File: src/rtl/airlock_seq_ctrl.sv
// Bathysphere airlock interlock sequencer with internal hold/fill/drain timers.
// Runs arrive/depart cycles, gates door permits, tracks pressure and latches safety faults.
module airlock_seq_ctrl #(
    parameter int CNT_W     = 24,
    parameter int WAIT_CYC  = 250,
    parameter int FILL_CYC  = 100,
    parameter int DRAIN_CYC = 100
) (
    input  logic       clk,
    input  logic       reset,
    input  logic       arrive_req,
    input  logic       depart_req,
    input  logic       inner_sw,
    input  logic       outer_sw,
    input  logic       occupied,
    input  logic       fault_clr,
    output logic       inner_en,
    output logic       outer_en,
    output logic       filling,
    output logic       draining,
    output logic       waiting,
    output logic       pressure_high,
    output logic       busy,
    output logic       fault,
    output logic [3:0] state_leds
);

    typedef enum logic [3:0] {
        S_IDLE    = 4'd0,
        S_HOLD    = 4'd1,
        S_FILL    = 4'd2,
        S_DRAIN   = 4'd3,
        S_IN_REL  = 4'd4,
        S_IN_USE  = 4'd5,
        S_OUT_REL = 4'd6,
        S_OUT_USE = 4'd7,
        S_FAULT   = 4'd15
    } state_t;

    localparam logic DIR_ARR = 1'b0;
    localparam logic DIR_DEP = 1'b1;

    // A zero-length phase is treated as one cycle long.
    localparam int WAIT_LAST_I  = (WAIT_CYC  == 0) ? 0 : WAIT_CYC  - 1;
    localparam int FILL_LAST_I  = (FILL_CYC  == 0) ? 0 : FILL_CYC  - 1;
    localparam int DRAIN_LAST_I = (DRAIN_CYC == 0) ? 0 : DRAIN_CYC - 1;
    localparam logic [CNT_W-1:0] WAIT_LAST  = WAIT_LAST_I[CNT_W-1:0];
    localparam logic [CNT_W-1:0] FILL_LAST  = FILL_LAST_I[CNT_W-1:0];
    localparam logic [CNT_W-1:0] DRAIN_LAST = DRAIN_LAST_I[CNT_W-1:0];
    localparam logic [CNT_W-1:0] CNT_ONE    = {{(CNT_W-1){1'b0}}, 1'b1};

    state_t           state_reg;
    state_t           state_next;
    logic [CNT_W-1:0] timer_reg;
    logic             dir_reg;
    logic             dir_next;
    logic             rec_reg;
    logic             rec_next;
    logic             trip;
    logic             timed_next;

    assign trip = (inner_sw & ~inner_en) | (outer_sw & ~outer_en) | (inner_sw & outer_sw);
    assign timed_next = (state_next == S_HOLD) || (state_next == S_FILL) || (state_next == S_DRAIN);

    always_comb begin
        state_next = state_reg;
        dir_next   = dir_reg;
        rec_next   = rec_reg;
        case (state_reg)
            S_IDLE: begin
                if (arrive_req) begin
                    state_next = S_HOLD;
                    dir_next   = DIR_ARR;
                end else if (depart_req) begin
                    state_next = S_HOLD;
                    dir_next   = DIR_DEP;
                end
            end
            S_HOLD: begin
                if (timer_reg == WAIT_LAST)
                    state_next = (dir_reg == DIR_ARR) ? S_FILL : S_IN_REL;
            end
            S_FILL: begin
                if (timer_reg == FILL_LAST)
                    state_next = S_OUT_REL;
            end
            S_DRAIN: begin
                if (timer_reg == DRAIN_LAST) begin
                    state_next = (rec_reg || dir_reg == DIR_DEP) ? S_IDLE : S_IN_REL;
                    rec_next   = 1'b0;
                end
            end
            S_IN_REL: begin
                if (inner_sw)
                    state_next = S_IN_USE;
            end
            S_IN_USE: begin
                if (!inner_sw) begin
                    if (dir_reg == DIR_DEP)
                        state_next = S_FILL;
                    else
                        state_next = occupied ? S_IN_REL : S_IDLE;
                end
            end
            S_OUT_REL: begin
                if (outer_sw)
                    state_next = S_OUT_USE;
            end
            S_OUT_USE: begin
                if (!outer_sw)
                    state_next = (dir_reg == DIR_DEP && occupied) ? S_OUT_REL : S_DRAIN;
            end
            S_FAULT: begin
                if (fault_clr && !inner_sw && !outer_sw) begin
                    state_next = pressure_high ? S_DRAIN : S_IDLE;
                    rec_next   = pressure_high;
                end
            end
            default: state_next = S_IDLE;
        endcase
        // A door violation overrides every other transition.
        if (state_reg != S_FAULT && trip) begin
            state_next = S_FAULT;
            dir_next   = dir_reg;
            rec_next   = rec_reg;
        end
    end

    // Outputs are decoded from the next state so they line up with state_reg.
    always_ff @(posedge clk or posedge reset) begin
        if (reset) begin
            state_reg     <= S_IDLE;
            timer_reg     <= '0;
            dir_reg       <= DIR_ARR;
            rec_reg       <= 1'b0;
            inner_en      <= 1'b0;
            outer_en      <= 1'b0;
            filling       <= 1'b0;
            draining      <= 1'b0;
            waiting       <= 1'b0;
            pressure_high <= 1'b0;
            busy          <= 1'b0;
            fault         <= 1'b0;
            state_leds    <= 4'd0;
        end else begin
            state_reg <= state_next;
            dir_reg   <= dir_next;
            rec_reg   <= rec_next;
            if (timed_next && state_next == state_reg)
                timer_reg <= timer_reg + CNT_ONE;
            else
                timer_reg <= '0;
            // Pressure survives a fault so recovery knows it must drain first.
            if (state_next == S_FILL)
                pressure_high <= 1'b1;
            else if (state_reg == S_DRAIN && state_next != S_DRAIN && state_next != S_FAULT)
                pressure_high <= 1'b0;
            inner_en   <= (state_next == S_IN_REL)  || (state_next == S_IN_USE);
            outer_en   <= (state_next == S_OUT_REL) || (state_next == S_OUT_USE);
            filling    <= (state_next == S_FILL);
            draining   <= (state_next == S_DRAIN);
            waiting    <= (state_next == S_HOLD);
            busy       <= (state_next != S_IDLE);
            fault      <= (state_next == S_FAULT);
            state_leds <= state_next;
        end
    end

endmodule

File: config.mk
export PLATFORM = sky130hd
export DESIGN_NAME = airlock_seq_ctrl
export DESIGN_NICKNAME = d
export VERILOG_FILES = /design/src/rtl/airlock_seq_ctrl.sv
export SDC_FILE = /design/constraint.sdc
export NUM_CORES = 1
export LEC_CHECK = 0
export BUFFER_PORTS_ARGS = -buffer_cell sky130_fd_sc_hd__buf_2
export CORE_MARGIN = 1.5
export CORE_UTILIZATION = 35
export DETAILED_ROUTE_END_ITERATION = 8
export SYNTH_ARGS = -nofsm -noshare
export SYNTH_HDL_FRONTEND = slang
export SYNTH_SLANG_ARGS = --single-unit
File: constraint.sdc
create_clock -name clk -period 3.8 [get_ports clk]
set_clock_uncertainty 0.2 [all_clocks]
set_input_delay 0.57 -clock clk [delete_from_list [all_inputs] [get_ports clk]]
set_output_delay 0.57 -clock clk [all_outputs]
set_load 0.05 [all_outputs]
==> results of run 1 <==
==> cell type report <==
class / instances / share of cell area
multi-input cells: 159 / 0.4787
well taps: 77 / 0.03816
flip-flops and latches: 38 / 0.3766
clock buffers: 8 / 0.04361
inverters: 11 / 0.01635
repair buffers: 22 / 0.04658
==> Yosys cell counts (all sizes together) (2+ instances only) <==
master,number
a211oi,2
a31oi,2
a32oi,2
and2,2
and3,4
and4,8
buf,7
clkbuf,2
dfrtp,38
ha,2
inv,11
nand2,9
nand3,10
nand4,11
nor2,15
nor2b,2
nor3,31
nor3b,3
nor4,3
nor4b,3
o211ai,2
o21ai,7
or3,3
xnor2,14
xor2,8
==> where the power goes <==
group,internal (mW),switching [mW],leakage [nW],total (mW)
Combinational,0.213,0.553,0.378,0.766
Clock,0.183,0.142,0.0575,0.326
Sequential,0.468,0.0821,0.502,0.550
Total,0.864,0.778,0.938,1.64
==> per-layer routing <==
layer | routed length (µm) | GRT usage
met5 | 0 | 0
met4 | 82 | 0.04848
met3 | 169 | 0.03280
met2 | 2068 | 0.2343
met1 | 2241 | 0.2080
==> cells by family after synthesis <==
logic type	synth area share
flip-flops	0.4232
multiplexers	0.006123
XOR/XNOR	0.08575
adder cells (fa/ha/maj)	0.01113
AO/OA/AOI/OAI	0.07628
buffers and inverters	0.04566
AND/OR/NAND/NOR	0.3519
==> metrics by stage <==
stage / std cells / hold slack [ns] / util
finish: 315 / 0.2815 / 0.4022
global route: 315 / 0.3166 / 0.4022
CTS: 315 / 0.2800 / 0.4022
detailed placement: 307 / 0.3165 / 0.3847
global placement: 307 / 0.3065 / 0.3847
floorplan: 217 / 0.2688 / -
==> worst paths after layout <==
path,to,cells after the start
max in group asynchronous,state_reg[2],3
min in group asynchronous,timer_reg[19],2
worst min-delay path,dir_reg,2
worst max register to register,timer_reg[23],8
worst min register to register,timer_reg[0],1
worst max-delay path,timer_reg[23],8
==> impl_results.md, run 1 <==
* R2R setup slack at around 1.1 ns
* Max_slew headroom at 0.3243
* Clk sink count at 38
* Synth-to-layout area growth at 12.36%
* Vias per cell at 5.470
* Fin worst setup slack at about 1.1 ns
* Pleak at about 0.94 nW
* CP arrival at between 2 and 3 ns
* Routed WL per cell at roughly 14 µm
* Largest net degree at the start of global routing at 28
* Maximum vdd drop at just over 0.4 mV
* Register area share after synthesis at 0.4232
* Post-cts sizing count at 0
* Dpl cell area at ~2400 µm²
* RSZ-0062 raised after global routing: no
* Dominant synthesized flop cell: dfrtp_1
* Area of the core at around 6300 µm²
* Post-CTS setup buffer count at 0
* Synthesized area per cell at about 10 µm²
* Worst Path Required at around 3.8 ns
* CP Class: reg2reg
* ANT cells at 0
* Synthesized flop and latch total at 38
* DR DRC count at 0
* Highest clock rate at roughly 380 MHz
* # Max-Cap Violations at 0
* Buffer and inverter count on the worst path at 1
* Ranking of synthesized cells by area: dfrtp_1 (42%), nor3_2 (9.4%), xnor2_1 (5.5%), xor2_1 (3.1%), nand4_1 (2.8%)
* Critical Path Start Type: flop
* Die area at between 6000 and 7000 µm²
* Initial Utilization at 0.3580
* Worst Setup End Kind: flop
* Pre-CTS setup slack at ~1.1 ns
* Worst Tran Pin Value at between 1 and 1.5 ns
* CP startpoint: timer_reg[0]
* Async SR Flop Fraction at 1.000
* H-tree depth at 2
* FILL cells at 638
* Library cells used by synthesis at 49
* Via count at roughly 1.7k
* Root Buffer Master: clkbuf_8
* Outcome: finished clean
* Slowest stage delay, CP at about 0.43 ns
* PD cells at 650.2 nW/µm²
* Clock transition at path regs at 0.07 ns
* Hpwl dp at ~3300 µm
* TritonCTS clock tree: yes
* CP max stage cell: dfrtp_1
* Initial antenna violation count at 0
* Footprint of the multi-input gates at between 1000 and 1500 µm²
* First-pass GRT wire length at roughly 8500 µm
* HP Class: in2reg
* Clk buf depth at 2
* Family with the most delay on the worst path: simple AND/OR/NAND/NOR gates
* Post-synth top area share at 0.4232
* EDFF count, synth at 0
* Synth area leader: dfrtp_1
* GRT Util Overall at 0.1502
* Iteration-0 DRC Markers at between 100 and 150
* Die Y at approximately 83 µm
* Min-delay src: arrive_req
* Die Wd at between 80 and 90 µm
* Row count at 29
* Gpl congestion at between 0.8 and 0.9
* Vias in the first global route at around 1.8k
* Setup TNS at 0 ns
* Commonest non-fill, non-tap cell in the layout: dfrtp_1
* DR pass1 iterations at 4
* Final setup viols at 0
* Port buffer count at 19
* Worst R2R Start: timer_reg[0]
* Fin. Hold Viols at 0
* Synthesized net count at approximately 230
* Yosys Warn Count at 0
* Ratio of final minimum period to clock period at 0.7008
* CTS Buf Count at 5
* Post-route ant nets at 0
* Top Ports at 20
* Crit path cell chain: ha_1, nor4b_4, o211ai_1, o21ai_2, and4_4, mux2i_4, buf_4, nor3_1
* Final Routed Wirelength at 4561 µm
* Fraction of layout cells with a size suffix above 1 at 0.2647
* Pins Over Slew Limit at 0
* Clock latency on the worst-skew pair at around 0.29 ns
* Design Power at 1.642 mW
* Global route overflow at 0
* Final net count at ~250
* Cell area after synthesis at 2247 µm²
* Worst Path Max Fanout at 24
* Min cycle time layout at around 2.7 ns
* Commonest cells after routing, fill and taps aside: dfrtp_1 (38), nor3_2 (21), buf_2 (19)
* Cell count after synthesis at around 220
* Max FFs per register at 24
* Register area at around 950 µm²
* CTS Hold Bufs at 0
* Post-route cell area at 2525 µm²
(Power assumes the default switching activity.)
==> inputs of run 2 (changes only) <==
clock period = 2.7 ns   (was 3.8 ns; I/O delays follow)
==> impl_results.md, run 2 (synthesized netlist as in run 1, its figures left out) <==
* CP arrival at 2.46 ns (-0.16 ns)
* Die Y at 83.13 µm (unchanged)
* Hold_ws at 0.01928 ns (-0.2622 ns)
* Outcome: finished clean
* Max_slew headroom at 0.6783 (+0.3540)
* Initial antenna violation count at 0 (unchanged)
* Port buffer count at 19 (unchanged)
* Max FFs per register at 24 (unchanged)
* Post-route cell area at 2561 µm² (+1.4%)
* Top Ports at 20 (unchanged)
* Via count at 1734 (+0.64%)
* Final Routed Wirelength at 4581 µm (+0.44%)
* Slowest stage delay, CP at 0.44 ns (about the same)
* Post-route ant nets at 0 (unchanged)
* Maximum vdd drop at 0.4897 mV (+20%)
* Crit path cell chain: ha_1, nor4b_4, o211ai_1, o21ai_2, and4_4, mux2i_4, buf_12, nor3_1
* Pre-CTS setup slack at 0.1638 ns (-0.9328 ns)
* Footprint of the multi-input gates at 1209 µm² (unchanged)
* Vias in the first global route at 1723 (-3.8%)
* Highest clock rate at 403.0 MHz (+7.3%)
* Pleak at 0.9577 nW (+2.1%)
* Final core utilization at 0.4080 (+0.005781)
* DR pass1 iterations at 4 (unchanged)
* CP Class: reg2reg
* Fin. Hold Viols at 0 (unchanged)
* Clk buf depth at 2 (unchanged)
* Setup TNS at 0 ns (unchanged)
* GRT Util Overall at 0.1454 (-0.004745)
* Ratio of final minimum period to clock period at 0.9190 (+0.2182)
* Die area at 6910 µm² (unchanged)
* Clk sink count at 38 (unchanged)
* RSZ-0062 raised after global routing: no
* Synth-to-layout area growth at 13.98%
* Pins Over Slew Limit at 0 (unchanged)
* Family with the most delay on the worst path: simple AND/OR/NAND/NOR gates
* Register area at 950.9 µm² (unchanged)
* Buffer and inverter count on the worst path at 1 (unchanged)
* HP Class: in2async
* PD cells at 911.6 nW/µm² (+40%)
* Worst Path Required at 2.68 ns (-1.08 ns)
* Critical Path Start Type: flop
* CP max stage cell: dfrtp_1
* # Max-Cap Violations at 0 (unchanged)
* Final setup viols at 0 (unchanged)
* First-pass GRT wire length at 8142 µm (-4.6%)
* H-tree depth at 2 (unchanged)
* Commonest cells after routing, fill and taps aside: dfrtp_1 (38), nor3_2 (21), buf_2 (19)
* CTS Buf Count at 5 (unchanged)
* Design Power at 2.335 mW (+42%)
* Dpl cell area at 2462 µm² (+2.0%)
* DR DRC count at 0 (unchanged)
* Worst Setup End Kind: flop
* Global route overflow at 0 (unchanged)
* Final net count at 251 (+1.6%)
* Clock transition at path regs at 0.08 ns (about the same)
* Placed cells at 310 (+0.98%)
* Commonest non-fill, non-tap cell in the layout: dfrtp_1
* Min cycle time layout at 2.481 ns (-0.1817 ns)
* ANT cells at 0 (unchanged)
* Largest net degree at the start of global routing at 39 (+39%)
* FILL cells at 640 (+0.31%)
* Hpwl dp at 3242 µm (-0.94%)
* Row count at 29 (unchanged)
* Iteration-0 DRC Markers at 122 (+8.0%)
* Gpl congestion at 0.9041 (+6.2%)
* TritonCTS clock tree: yes
* Clock latency on the worst-skew pair at 0.29 ns (about the same)
* Post-cts sizing count at 0 (unchanged)
* Vias per cell at 5.436 (-0.62%)
* Routed WL per cell at 14.36 µm (-0.82%)
* Fin worst setup slack at 0.2187 ns (-0.9183 ns)
* Die Wd at 83.13 µm (unchanged)
* Fraction of layout cells with a size suffix above 1 at 0.2727 (+0.008021)
* Initial Utilization at 0.3580 (unchanged)
* Area of the core at 6277 µm² (unchanged)
* Root Buffer Master: clkbuf_8
* Non-filler cells, final at 319 (+1.3%)
* Worst Path Max Fanout at 24 (unchanged)
* Worst Tran Pin Value at 0.4789 ns (-0.5335 ns)
==> run 2: cell count changes in the layout (fill, tap and decap cells not counted), sizes merged <==
| cell | change |
|---|---|
| buf | +4 |
| clkbuf | -1 |
| clkinv | +1 |
==> run 2: report_power, final <==
part / internal (mW) / switching (mW) / leakage (nW) / total [mW]
clock network: 0.206 / 0.199 / 0.0482 / 0.405
registers: 0.659 / 0.100 / 0.502 / 0.760
logic: 0.366 / 0.804 / 0.407 / 1.17
total: 1.23 / 1.10 / 0.958 / 2.33
==> run 2: final cells by class <==
cell class	instances	area share
Multi-Input combinational cell	159	0.4719
Inverter	11	0.01612
Clock buffer	7	0.03371
Clock inverter	1	0.001954
Tap cell	77	0.03762
Sequential cell	38	0.3713
Timing Repair Buffer	26	0.06742
==> run 2: path summary, 6_finish.rpt <==
kind	from	endpoint	slack (ns)	cells after the start
hold reg to reg	rec_reg	rec_reg	0.31	2
hold / removal	reset	timer_reg[20]	0.02	3
max in group asynchronous	reset	filling	1.93	3
setup / recovery	timer_reg[0]	timer_reg[23]	0.22	8
setup reg to reg	timer_reg[0]	timer_reg[23]	0.22	8
min in group clk	arrive_req	dir_reg	0.11	2
==> run 2: timing repair <==
item,in CTS,in global routing
hold buffers,0,0
endpoints found under the setup margin,0,13
setup buffers,0,1
==> run 2: worst min-delay path, cell delays in order <==
cell   delay [ns]
buf_2        0.10
inv_1        0.04
buf_4        0.41
==> run 2: metal layers <==
metal	share of wire	up-vias	GRT usage
met5	0	-	0
met4	0.023	0	0.05909
met3	0.041	12	0.03181
met2	0.45	36	0.2210
met1	0.48	846	0.2013
li1	-	840	-
==> inputs of run 3 (changes only) <==
ABC_AREA = 1   (was default)
==> impl_results.md, run 3 <==
* Max FFs per register at 24 (unchanged)
* Synth area leader: dfrtp_1
* Iteration-0 DRC Markers at 80 (-34%)
* Synth-to-layout area growth at 11.92%
* CTS Hold Bufs at 0 (unchanged)
* First-pass GRT wire length at 8128 µm (-0.17%)
* Die Wd at 85.68 µm (+3.1%)
* Clk sink count at 38 (unchanged)
* CP Class: reg2reg
* Final core utilization at 0.4146 (+0.006555)
* PD cells at 855.5 nW/µm² (-6.2%)
* TritonCTS clock tree: yes
* Global route overflow at 0 (unchanged)
* Hpwl dp at 3509 µm (+8.2%)
* Row count at 29 (unchanged)
* Gpl congestion at 0.8652 (-4.3%)
* Vias per cell at 4.677 (-14%)
* Post-CTS setup buffer count at 0 (unchanged)
* Worst Path Required at 2.73 ns (+0.05 ns)
* Setup TNS at 0 ns (unchanged)
* RSZ-0062 raised after global routing: no
* DR DRC count at 0 (unchanged)
* Final setup viols at 0 (unchanged)
* EDFF count, synth at 0 (unchanged)
* Initial Utilization at 0.3704 (+0.01242)
* Final Routed Wirelength at 4627 µm (+1.0%)
* Synthesized flop and latch total at 38 (unchanged)
* CTS Buf Count at 5 (unchanged)
* Post-route ant nets at 0 (unchanged)
* Dominant cell by count in the synthesized netlist: nand2_1
* Crit path cell chain: nor2_2, inv_1, nor2_1, nand2_2, nand2_2, nor2_4, nand2_2, nand2_2, nand2_2, nand3_4, buf_4, nor2_4
* Pre-CTS setup slack at 0.2905 ns (+0.1268 ns)
* Initial antenna violation count at 0 (unchanged)
* Outcome: finished clean
* Crit-path most repeated cell: nand2_2
* Clock transition at path regs at 0.08 ns (about the same)
* Highest clock rate at 411.8 MHz (+2.2%)
* Synthesized area per cell at 8.453 µm² (-18%)
* Footprint of the multi-input gates at 1266 µm² (+4.8%)
* Library cells used by synthesis at 30 (-39%)
* Vias in the first global route at 1796 (+4.2%)
* Root Buffer Master: clkbuf_8
* Die Y at 85.68 µm (+3.1%)
* Post-cts sizing count at 0 (unchanged)
* Worst Tran Pin Value at 0.4864 ns (+0.007513 ns)
* Async SR Flop Fraction at 1.000 (unchanged)
* H-tree depth at 2 (unchanged)
* Maximum vdd drop at 0.6891 mV (+41%)
* Dpl cell area at 2567 µm² (+4.3%)
* Top Ports at 20 (unchanged)
* Fraction of layout cells with a size suffix above 1 at 0.2645 (-0.008211)
* Via count at 1810 (+4.4%)
* Hold_ws at 0.01971 ns (+0.0004289 ns)
* Most frequent cells after synthesis: nand2_1 (51), nor2_1 (44), dfrtp_1 (38)
* Post-synth top area share at 0.3975 (-0.02567)
* Commonest non-fill, non-tap cell in the layout: nand2_1
* HP Class: in2async
* DR pass1 iterations at 4 (unchanged)
* Worst Setup End Kind: flop
* Worst Path Max Fanout at 12 (-50%)
* Pins Over Slew Limit at 0 (unchanged)
* Clock latency on the worst-skew pair at 0.29 ns (about the same)
* Cell count after synthesis at 283 (+30%)
* Clk buf depth at 2 (unchanged)
* Min cycle time layout at 2.428 ns (-0.05314 ns)
* Register area share after synthesis at 0.3975 (-0.02567)
* Final net count at 319 (+27%)
* ANT cells at 0 (unchanged)
* Routed WL per cell at 11.96 µm (-17%)
* Fin worst setup slack at 0.2718 ns (+0.05314 ns)
* Slowest stage delay, CP at 0.46 ns (+0.02 ns)
* Ratio of final minimum period to clock period at 0.8993 (-0.01968)
* CP max stage cell: dfrtp_1
* Commonest cells after routing, fill and taps aside: nand2_1 (51), nor2_1 (44), dfrtp_1 (38)
* CP arrival at 2.46 ns (about the same)
* Port buffer count at 19 (unchanged)
* Critical Path Start Type: flop
* Cell area after synthesis at 2392 µm² (+6.5%)
* Synthesized net count at 293 (+29%)
* Post-route cell area at 2678 µm² (+4.5%)
* Die area at 7340 µm² (+6.2%)
* Yosys Warn Count at 0 (unchanged)
* Pleak at 1.158 nW (+21%)
* Register area at 950.9 µm² (unchanged)
* Fin. Hold Viols at 0 (unchanged)
* Ranking of synthesized cells by area: dfrtp_1 (40%), nor2_4 (12%), nand2_1 (8.0%), nor2_1 (6.9%), xor2_1 (5.1%)
* Area of the core at 6459 µm² (+2.9%)
* Max_slew headroom at 0.6757 (-0.002552)
* GRT Util Overall at 0.1404 (-0.004980)
* Largest net degree at the start of global routing at 39 (unchanged)
* FILL cells at 670 (+4.7%)
* # Max-Cap Violations at 0 (unchanged)
* Dominant synthesized flop cell: dfrtp_1
run 3: cell count changes in the layout (fill, tap and decap cells not counted), moves of 7 or more:
cell     delta
and4_1      -7
inv_1      +18
nand2_1    +42
nand2_2    +11
nand3_1    +11
nor2_1     +29
nor2_4     +25
nor3_2     -19
xnor2_1    -11
run 3: worst max-delay path: cells and delay by family, from the launching register on:
family                 cells  cell delay, ns
flip-flops                 1            0.46
AND/OR/NAND/NOR           10            1.27
buffers and inverters      2            0.41
run 3: layer usage:
layer  global-route usage  wire length [µm]  share of wire
met4              0.05572                92          0.020
met1               0.1919              2301           0.50
met3              0.02887               105          0.023
met2               0.2183              2128           0.46
met5                    0                 0              0
run 3: path summary, 6_finish.rpt:
| path | slack (ns) | cells past startpoint | start | to |
|---|---|---|---|---|
| hold reg to reg | 0.29 | 1 | timer_reg[0] | timer_reg[0] |
| setup reg to reg | 0.27 | 12 | state_reg[3] | timer_reg[4] |
| hold / removal | 0.02 | 3 | reset | timer_reg[6] |
| min in group clk | 0.12 | 2 | arrive_req | dir_reg |
| max in group asynchronous | 1.94 | 3 | reset | busy |
| setup / recovery | 0.27 | 12 | state_reg[3] | timer_reg[4] |
run 3: cell type report:
| type | instances | area share |
|---|---|---|
| clock inverter | 2 | 0.01402 |
| inverter | 33 | 0.04626 |
| multi-input combinational | 209 | 0.4729 |
| tap | 77 | 0.03598 |
| timing repair buffer | 22 | 0.04860 |
| clock buffer | 6 | 0.02710 |
| sequential | 38 | 0.3551 |
run 3: where the power goes:
part | leakage [nW] | switching, mW | internal [mW]
clock network | 0.0514 | 0.204 | 0.276
registers | 0.505 | 0.102 | 0.655
logic | 0.602 | 0.764 | 0.290
total | 1.16 | 1.07 | 1.22
run 3: cells by family (layout without fill, tap and decap cells):
| family | Yosys count | in the layout | synth area share |
|---|---|---|---|
| adder cells (fa/ha/maj) | 2 | 2 | 0.01046 |
| flip-flops | 38 | 38 | 0.3975 |
| AND/OR/NAND/NOR | 182 | 182 | 0.4388 |
| XOR/XNOR | 17 | 17 | 0.06224 |
| AO/OA/AOI/OAI | 8 | 8 | 0.01778 |
| buffers and inverters | 36 | 63 | 0.07322 |
run 3: metrics by stage:
stage | power, mW | instances
floorplan | 1.615 | 283
global placement | 1.826 | 379
detailed placement | 1.818 | 379
CTS | 2.312 | 387
global route | 2.446 | 387
finish | 2.291 | 387
